## config.mk

```make
export PLATFORM = sky130hd
export DESIGN_NAME = approx_error_monitor
export DESIGN_NICKNAME = d
export VERILOG_FILES = /design/src/rtl/approx_error_monitor.sv
export SDC_FILE = /design/constraint.sdc
export NUM_CORES = 1
export LEC_CHECK = 0
export ABC_AREA = 1
export CAP_MARGIN = 40
export CORE_MARGIN = 2
export CORE_UTILIZATION = 25
export DETAILED_ROUTE_END_ITERATION = 16
export PLACE_DENSITY = 0.45
export SLEW_MARGIN = 20
export SYNTH_ARGS = -nofsm -noshare
export SYNTH_HDL_FRONTEND = slang
export SYNTH_SLANG_ARGS = --single-unit
```

## constraint.sdc

```tcl
create_clock -name clk -period 5 [get_ports clk]
set_input_delay 1 -clock clk [delete_from_list [all_inputs] [get_ports clk]]
set_output_delay 1 -clock clk [all_outputs]
set_load 0.03 [all_outputs]
```

## src/rtl/approx_error_monitor.sv

```systemverilog
// approx_error_monitor
// Sequential characterisation checker for an approximate WIDTHxWIDTH
// multiplier. Each accepted triple (a, b, approx) is re-multiplied exactly
// with a one-bit-per-cycle shift-add datapath, then the error distance
// |exact - approx| is folded into saturating statistics.
// Optional feature: define ERR_BIAS_EN to add the signed err_bias output,
// a saturating sum of (exact - approx).
module approx_error_monitor #(
  parameter int WIDTH = 8,
  parameter int CNT_W = 16,
  parameter int ACC_W = 32
) (
  input  logic                 clk,
  input  logic                 rst,
  input  logic                 in_valid,
  output logic                 in_ready,
  input  logic [WIDTH-1:0]     in_a,
  input  logic [WIDTH-1:0]     in_b,
  input  logic [2*WIDTH-1:0]   in_product,
  input  logic                 clear,
  output logic                 busy,
  output logic [CNT_W-1:0]     sample_count,
  output logic [CNT_W-1:0]     error_count,
  output logic [ACC_W-1:0]     ed_sum,
  output logic [2*WIDTH-1:0]   ed_max,
  output logic [2*WIDTH-1:0]   last_ed
`ifdef ERR_BIAS_EN
  ,
  output logic signed [ACC_W:0] err_bias
`endif
);

  localparam int PW = 2 * WIDTH;
  localparam int CW = $clog2(WIDTH + 1);
  localparam logic [CW-1:0] CNT_LOAD = CW'(WIDTH);
  localparam logic [CW-1:0] CNT_ONE  = CW'(1);

  typedef enum logic [1:0] {
    S_IDLE = 2'd0,
    S_MUL  = 2'd1,
    S_CMP  = 2'd2
  } state_t;

  state_t r_state;
  state_t w_state_nxt;
  logic   r_busy;

  // Shift-add datapath registers.
  logic [PW-1:0]    r_a;
  logic [WIDTH-1:0] r_b;
  logic [PW-1:0]    r_acc;
  logic [PW-1:0]    r_approx;
  logic [CW-1:0]    r_cnt;

  // Statistic registers.
  logic [CNT_W-1:0] r_sample_count;
  logic [CNT_W-1:0] r_error_count;
  logic [ACC_W-1:0] r_ed_sum;
  logic [PW-1:0]    r_ed_max;
  logic [PW-1:0]    r_last_ed;

  // Combinational compare-stage values.
  logic [PW-1:0]    w_ed;
  logic [ACC_W:0]   w_sum_wide;
  logic [ACC_W-1:0] w_sum_nxt;

  // Counter increment that sticks at all-ones instead of wrapping.
  function automatic logic [CNT_W-1:0] sat_inc(input logic [CNT_W-1:0] v);
    logic [CNT_W-1:0] res;
    if (&v) begin
      res = v;
    end else begin
      res = v + {{(CNT_W-1){1'b0}}, 1'b1};
    end
    return res;
  endfunction

  assign in_ready     = (r_state == S_IDLE);
  assign busy         = r_busy;
  assign sample_count = r_sample_count;
  assign error_count  = r_error_count;
  assign ed_sum       = r_ed_sum;
  assign ed_max       = r_ed_max;
  assign last_ed      = r_last_ed;

  // Next-state logic: accept in IDLE, run WIDTH MUL steps, one CMP step; clear aborts.
  always_comb begin
    w_state_nxt = r_state;
    case (r_state)
      S_IDLE: begin
        if (in_valid) begin
          w_state_nxt = S_MUL;
        end else begin
          w_state_nxt = S_IDLE;
        end
      end
      S_MUL: begin
        if (clear) begin
          w_state_nxt = S_IDLE;
        end else if (r_cnt == CNT_ONE) begin
          w_state_nxt = S_CMP;
        end else begin
          w_state_nxt = S_MUL;
        end
      end
      S_CMP: begin
        w_state_nxt = S_IDLE;
      end
      default: begin
        w_state_nxt = S_IDLE;
      end
    endcase
  end

  // State register and registered busy flag.
  always_ff @(posedge clk) begin
    if (rst) begin
      r_state <= S_IDLE;
      r_busy  <= 1'b0;
    end else begin
      r_state <= w_state_nxt;
      r_busy  <= (w_state_nxt != S_IDLE);
    end
  end

  // Capture triple in IDLE, then one shift-add step per MUL cycle.
  always_ff @(posedge clk) begin
    if (rst) begin
      r_a      <= {PW{1'b0}};
      r_b      <= {WIDTH{1'b0}};
      r_acc    <= {PW{1'b0}};
      r_approx <= {PW{1'b0}};
      r_cnt    <= {CW{1'b0}};
    end else begin
      case (r_state)
        S_IDLE: begin
          if (in_valid) begin
            r_a      <= {{WIDTH{1'b0}}, in_a};
            r_b      <= in_b;
            r_acc    <= {PW{1'b0}};
            r_approx <= in_product;
            r_cnt    <= CNT_LOAD;
          end
        end
        S_MUL: begin
          if (r_b[0]) begin
            r_acc <= r_acc + r_a;
          end
          r_a   <= {r_a[PW-2:0], 1'b0};
          r_b   <= {1'b0, r_b[WIDTH-1:1]};
          r_cnt <= r_cnt - CNT_ONE;
        end
        default: begin
        end
      endcase
    end
  end

  // Error distance and saturating running sum of it.
  always_comb begin
    if (r_acc >= r_approx) begin
      w_ed = r_acc - r_approx;
    end else begin
      w_ed = r_approx - r_acc;
    end
    w_sum_wide = {1'b0, r_ed_sum} + {{(ACC_W + 1 - PW){1'b0}}, w_ed};
    if (w_sum_wide[ACC_W]) begin
      w_sum_nxt = {ACC_W{1'b1}};
    end else begin
      w_sum_nxt = w_sum_wide[ACC_W-1:0];
    end
  end

  // Statistics: rst beats clear, clear beats the CMP update.
  always_ff @(posedge clk) begin
    if (rst || clear) begin
      r_sample_count <= {CNT_W{1'b0}};
      r_error_count  <= {CNT_W{1'b0}};
      r_ed_sum       <= {ACC_W{1'b0}};
      r_ed_max       <= {PW{1'b0}};
      r_last_ed      <= {PW{1'b0}};
    end else if (r_state == S_CMP) begin
      r_sample_count <= sat_inc(r_sample_count);
      if (w_ed != {PW{1'b0}}) begin
        r_error_count <= sat_inc(r_error_count);
      end
      r_ed_sum  <= w_sum_nxt;
      if (w_ed > r_ed_max) begin
        r_ed_max <= w_ed;
      end
      r_last_ed <= w_ed;
    end
  end

`ifdef ERR_BIAS_EN
  logic [PW:0]            w_diff;
  logic [ACC_W+1:0]       w_bias_wide;
  logic [ACC_W:0]         w_bias_nxt;
  logic signed [ACC_W:0]  r_err_bias;

  assign err_bias = r_err_bias;

  // Signed exact-minus-approx, added with one guard bit and clamped on overflow.
  always_comb begin
    w_diff      = {1'b0, r_acc} - {1'b0, r_approx};
    w_bias_wide = {r_err_bias[ACC_W], r_err_bias}
                + {{(ACC_W + 1 - PW){w_diff[PW]}}, w_diff};
    if (w_bias_wide[ACC_W+1] != w_bias_wide[ACC_W]) begin
      if (w_bias_wide[ACC_W+1]) begin
        w_bias_nxt = {1'b1, {ACC_W{1'b0}}};
      end else begin
        w_bias_nxt = {1'b0, {ACC_W{1'b1}}};
      end
    end else begin
      w_bias_nxt = w_bias_wide[ACC_W:0];
    end
  end

  // Bias accumulator follows the same reset/clear/CMP priority as the statistics.
  always_ff @(posedge clk) begin
    if (rst || clear) begin
      r_err_bias <= {(ACC_W + 1){1'b0}};
    end else if (r_state == S_CMP) begin
      r_err_bias <= w_bias_nxt;
    end
  end
`endif

endmodule
```

## Word-level counts from Yosys, hierarchy flattened

Cells that the tools add are included.

- Register bits: 159
- Input port bits: 36
- Output and inout bits: 98
- Logic and storage cells: 56

- Add/sub/neg operators: 7
- $lt $le $gt $ge: 2
- Equal/unequal tests: 5
- Muxes and demuxes: 15
- Bitwise logic cells: 2
- Reductions and logical operators: 13

Operator list:

| kind | number |
|---|---|
| $mux W16 | 4 |
| $pmux W16 S2 | 2 |
| $add A32 B16 Y33 | 1 |
| $add A16 B1 Y16 const B | 2 |
| $mux W32 | 1 |
| $reduce_and A16 Y1 | 2 |
| $sub A16 B16 Y16 | 2 |
| $add A16 B16 Y16 | 1 |
| $ge A16 B16 Y1 | 1 |
| $gt A16 B16 Y1 | 1 |
| $pmux W8 S2 | 1 |
| $reduce_bool A16 Y1 | 1 |
| $mux W8 | 1 |
| $pmux W4 S2 | 1 |
| $reduce_and A2 Y1 | 4 |
| $reduce_and A3 Y1 | 2 |
| $eq A4 B1 Y1 const B | 1 |
| $mux W2 | 2 |
| $mux W4 | 1 |
| $ne A2 B2 Y1 const B | 2 |
| $pmux W2 S2 | 1 |
| $reduce_bool A2 Y1 | 2 |
| $sub A4 B1 Y4 const B | 1 |
| $eq A2 B1 Y1 const B | 1 |
| 5 further kinds | 6 |

## Logic depth before layout (Yosys ltp)

- Word-level depth: 5
- Gate-level depth with buffers: 28

## Worst setup path before layout

Ideal clock, no wire load.

- Kind: flip-flop to flip-flop
- From: reg r_acc[0]
- To: reg r_ed_sum[28], in the netlist ed_sum[28]
- Data arrival time: 3.791 ns
- Slack: 1.151 ns
- Stages on the path, launching flop included: 26
- Buffers on the path: 0
- Clock period less this slack: 3.849 ns
- Path through: dfxtp_1 -> inv_1 -> ha_1 -> inv_1 -> fa_1 -> nand3_1 -> nand3_2 -> nand2_1 -> nand3_2 -> nand2_4 -> nand3_1 -> nand2_1 -> inv_1 -> fa_1 -> nand3b_1 -> nand2_1 -> a21boi_0 -> o21ai_0 -> nand3_1 -> nand2_1 -> nand2_1 -> nor2_1 -> inv_1 -> o21ai_0 -> o21ai_0 -> inv_1

- Word-level cells in the longest chain between the ends: 4
- Elaborated cells between the ends (all ways): 6

Ends and longest elaborated chain:

| item | RTL line | RTL |
|---|---|---|
| from (decl) | 51 | `logic [PW-1:0] r_acc;` |
| from (signal assigned) | 131 | `r_acc <= {PW{1'b0}};` |
| from (signal assigned) | 140 | `r_acc <= {PW{1'b0}};` |
| from (signal assigned) | 147 | `r_acc <= r_acc + r_a;` |
| $sub A16 B16 Y16, or another cell as far along | 164 | `w_ed = r_approx - r_acc;` |
| $mux W16 (*) | 161 | `if (r_acc >= r_approx) begin` |
| via w_ed[1] | 63 | `logic [PW-1:0] w_ed;` |
| $add A32 B16 Y33 (*) | 166 | `w_sum_wide = {1'b0, r_ed_sum} + {{(ACC_W + 1 - PW){1'b0}}, w_ed};` |
| $mux W32 (*) | 167 | `if (w_sum_wide[ACC_W]) begin` |
| to (signal assigned) | 179 | `r_ed_sum <= {ACC_W{1'b0}};` |
| to (signal assigned) | 187 | `r_ed_sum <= w_sum_nxt;` |
| to (decl) | 58 | `logic [ACC_W-1:0] r_ed_sum;` |

Mark *: on every way through the listed nets, which the timed path passes. The rest lies on a longest branch.
A chain may end at the register's enable or synchronous reset.

## Worst setup path after layout

- From: reg r_acc[6]
- To: reg r_ed_sum[1], in the netlist ed_sum[1]

- Word-level cells in the longest chain between the ends: 4
- Elaborated cells between the ends (all ways): 6

Ends and longest elaborated chain:

| item | RTL line |
|---|---|
| $ge A16 B16 Y1 | 161 |
| $mux W16 | 161 |
| via w_ed[1] | 63 |
| $add A32 B16 Y33 | 166 |
| $mux W32 | 167 |

The timed path passes the listed nets, and every way through them passes these cells.

==> results.toml <==
[status]
outcome = "complete, no violations"

[clocking]
htree_levels = 4
hold_buffers = 0
cts_root_buf = "clkbuf_16"
cts-buffers-inserted = 17
cts_tree = "yes"
cts.sinks = 159
worstSkewPairLatency_ns = 0.44
cts_max_path_buffers = 2
path_clk_slew_ns = 0.07

[sta]
rsz0062_at_grt = "no"
drv_slew = 0
period_share_pct = 89.2
hold_violations = 0
worst_pin_slew_ns = 0.755
fin_setup_tns_ns = 0
setup_viol = 0
slew_headroom_pct = 49.6
fmax_mhz = 224
fin_crit_ns = 4.46
finClkSkew_ns = 0.0105

[power_and_ir_drop]
ir_worst_vdd_uv = 175
clkPwrFrac_pct = 37.6
p_int_w = 0.00235
sw_frac_of_total_pct = 33.9
fin_total_pwr_w = 0.00356
comb_power_share_pct = 25.3
seq_power_share_pct = 37.0
cellPowerDensity_nw_per_um2 = 272
p_sw_w = 0.00121
p_leak_nw = 5.64

[layout]
antenna_cells = 0
drive_gt1_share_pct = 5.39
fillers = 4606
layout-area-overhead-vs-synth_pct = 23.3
nets = 1834
stdcell_area_um2 = 13100

[placement]
routabilityCongestion = 0.873
place_area_um2 = 12500
io_buffers = 133
hpwl_mm = 25.4

[setup_path]
crit_arrival_ns = 4.82
cp-start-kind = "register"
path_cells = "inv_1, ha_1, nand2_4, nor2_2, nand2_1, nand3_2, nand2_4, nand2_4, nand2_1, nand2_1, inv_1, fa_1, nand3b_1, nand2_1, a21boi_0, o21ai_1, nand3_1, nand2_1, nand2_1, nand2_1, inv_1, a221oi_1"
path_buf_inv = 3
worstSetupPathType = "reg -> reg"
crit_path_frequent_cell = "nand2_1"
slowest_delay_ns = 0.47
crit_family = "simple AND/OR/NAND/NOR gates"
end_kind = "register"
regToRegSetupSlack_ns = 0.54
cp_max_fo = 16
critPathSlowestCell = "ha_1"
critPathRequiredTime_ns = 5.36

[route]
routed_wl_mm = 32.7
wl_per_cell_um = 14.4
drt_iter0_drc = 586
drc = 0
vias = 10297
ant_nets = 0
vias_per_cell = 4.55
drt_pass1_iterations = 5

[die]
dieArea_um2 = 44100
rows = 75
core_area_um2 = 41900
ioPinCount = 134
dieHeight_um = 210
start_util_pct = 25.3
die_w_um = 210

[synth]
synth.avg_cell_area_um2 = 6.65
ys_warn_count = 0
yosys.cell_types.count = 52
synthArstFlopShare_pct = 0
synth_common_cells = "401 x nand2_1, 234 x inv_1, 190 x a21oi_1, 159 x dfxtp_1, 113 x o21ai_0"
ys.flop_type = "dfxtp_1"
netlist_instances = 1594
yosysTopAreaCell = "dfxtp_1"
ys_ff_latch = 159
post-synth-top-count-cell = "nand2_1"
yosysSeqAreaShare_pct = 30.0
synth_top_area_share_pct = 30.0
syn_nets = 1716
synth_edf_count = 0
ys_top_cells_by_area = "dfxtp_1 30%, nand2_1 14%, ha_1 9.7%"
netlist_area_um2 = 10600

[grt]
grt_max_degree = 62
use_met1_pct = 20.0
grt_use_met2_pct = 24.9
grt_first_pass_wirelength_mm = 52.5
track_usage_pct = 15.0
grt_pass1_vias = 9957
antenna_found_initial = 1
grt_overflow_total = 0
top_usage_layer = "met2"
grt_use_met3_pct = 2.76

[job]
maxCapViolCount = 0

[worst_hold_path]
worstHoldPathType = "reg -> reg"
[final timing paths]
check,startpoint,to,cells after the start
worst min register to register,r_b[5],r_b[5],2
worst max register to register,r_acc[6],ed_sum[1],22
worst min-delay path,r_b[5],r_b[5],2
worst max-delay path,r_acc[6],ed_sum[1],22
[repair_timing]
action	in CTS	in global routing
setup buffers	0	0
endpoints found under the setup margin	0	4
gates resized for setup	0	1
[through the flow]
| step | std cells | hold WS [ns] | setup WS [ns] | util (%) |
|---|---|---|---|---|
| 3_3_place_gp | 2231 | 0.451 | 0.576 | 29.8 |
| 2_1_floorplan | 1594 | 0.433 | 1.15 | - |
| 6_report | 2264 | 0.473 | 0.539 | 31.2 |
| 5_1_grt | 2264 | 0.489 | 0.0696 | 31.2 |
| 3_5_place_dp | 2232 | 0.460 | 0.414 | 29.8 |
| 4_1_cts | 2264 | 0.470 | 0.384 | 31.2 |
[power groups by stage]
| stage | sequential (W) | clock, W | combinational, W |
|---|---|---|---|
| final | 0.00132 | 0.00134 | 0.000902 |
| after global routing | 0.00132 | 0.00143 | 0.00103 |
| after CTS | 0.00132 | 0.00139 | 0.000911 |
| after detailed placement | 0.00135 | 0 | 0.000908 |
| after global placement | 0.00135 | 0 | 0.000905 |
| after floorplan | 0.00134 | 0 | 0.000648 |
[cell families after synthesis]
kind of cell | after synthesis | share of synthesized area, %
DFF | 159 | 30.0
AOI/OAI and AO/OA | 350 | 17.9
xor gates and xnor gates | 43 | 3.55
adders and majority gates | 86 | 10.4
and+or+nand+nor | 672 | 27.5
buffers and inverters | 284 | 10.6
[registers in the layout, summed over array words and instances, names as in the netlist]
signal,count
r_b,8
r_approx,16
r_cnt,4
ed_max,16
error_count,16
ed_sum,32
r_acc,16
r_state,2
busy,1
r_a,16
last_ed,16
sample_count,16
[final cells by class]
type | count | area, um2 | share of cell area [%]
clock buffer | 21 | 450 | 3.44
clock inverter | 11 | 131 | 1.00
inverter | 238 | 893 | 6.83
multi-input combinational | 1151 | 6320 | 48.3
sequential | 159 | 3180 | 24.3
tap | 539 | 674 | 5.16
timing repair buffer | 145 | 1430 | 10.9
[worst reg2reg max path: stages (launching register included)]
cell,delay (ns)
dfxtp_1,0.39
inv_1,0.06
ha_1,0.47
nand2_4,0.10
nor2_2,0.20
nand2_1,0.12
nand3_2,0.09
nand2_4,0.09
nand2_4,0.19
nand2_1,0.08
nand2_1,0.17
inv_1,0.10
fa_1,0.43
nand3b_1,0.17
nand2_1,0.11
a21boi_0,0.16
o21ai_1,0.30
nand3_1,0.11
nand2_1,0.22
nand2_1,0.11
nand2_1,0.16
inv_1,0.27
a221oi_1,0.30
[metal layers]
| metal | wire length, um | share of wire [%] |
|---|---|---|
| met2 | 15000 | 46 |
| met3 | 1090 | 3.3 |
| met1 | 16200 | 50 |
| met5 | 13 | 0.040 |
| met4 | 330 | 1.0 |
[placed cells by master, fill, tap and decap left out, types with 5 or more instances in the layout]
cell and instances:
xnor2_1 12, a22oi_1 5, dfxtp_1 159, nor2_2 8
o21ai_0 112, nand3_1 92, nor2_1 79, ha_1 82
xor2_1 31, nand4_1 17, clkbuf_16 17, a21o_1 6
a21oi_1 190, nor3_1 29, clkinvlp_4 5, a211oi_1 6
o211ai_1 6, inv_1 234, nand2_1 401, clkdlybuf4s50_1 133
nand2_4 6, nand2_2 13, buf_4 11
No activity file was read; power rests on OpenSTA's default activity.
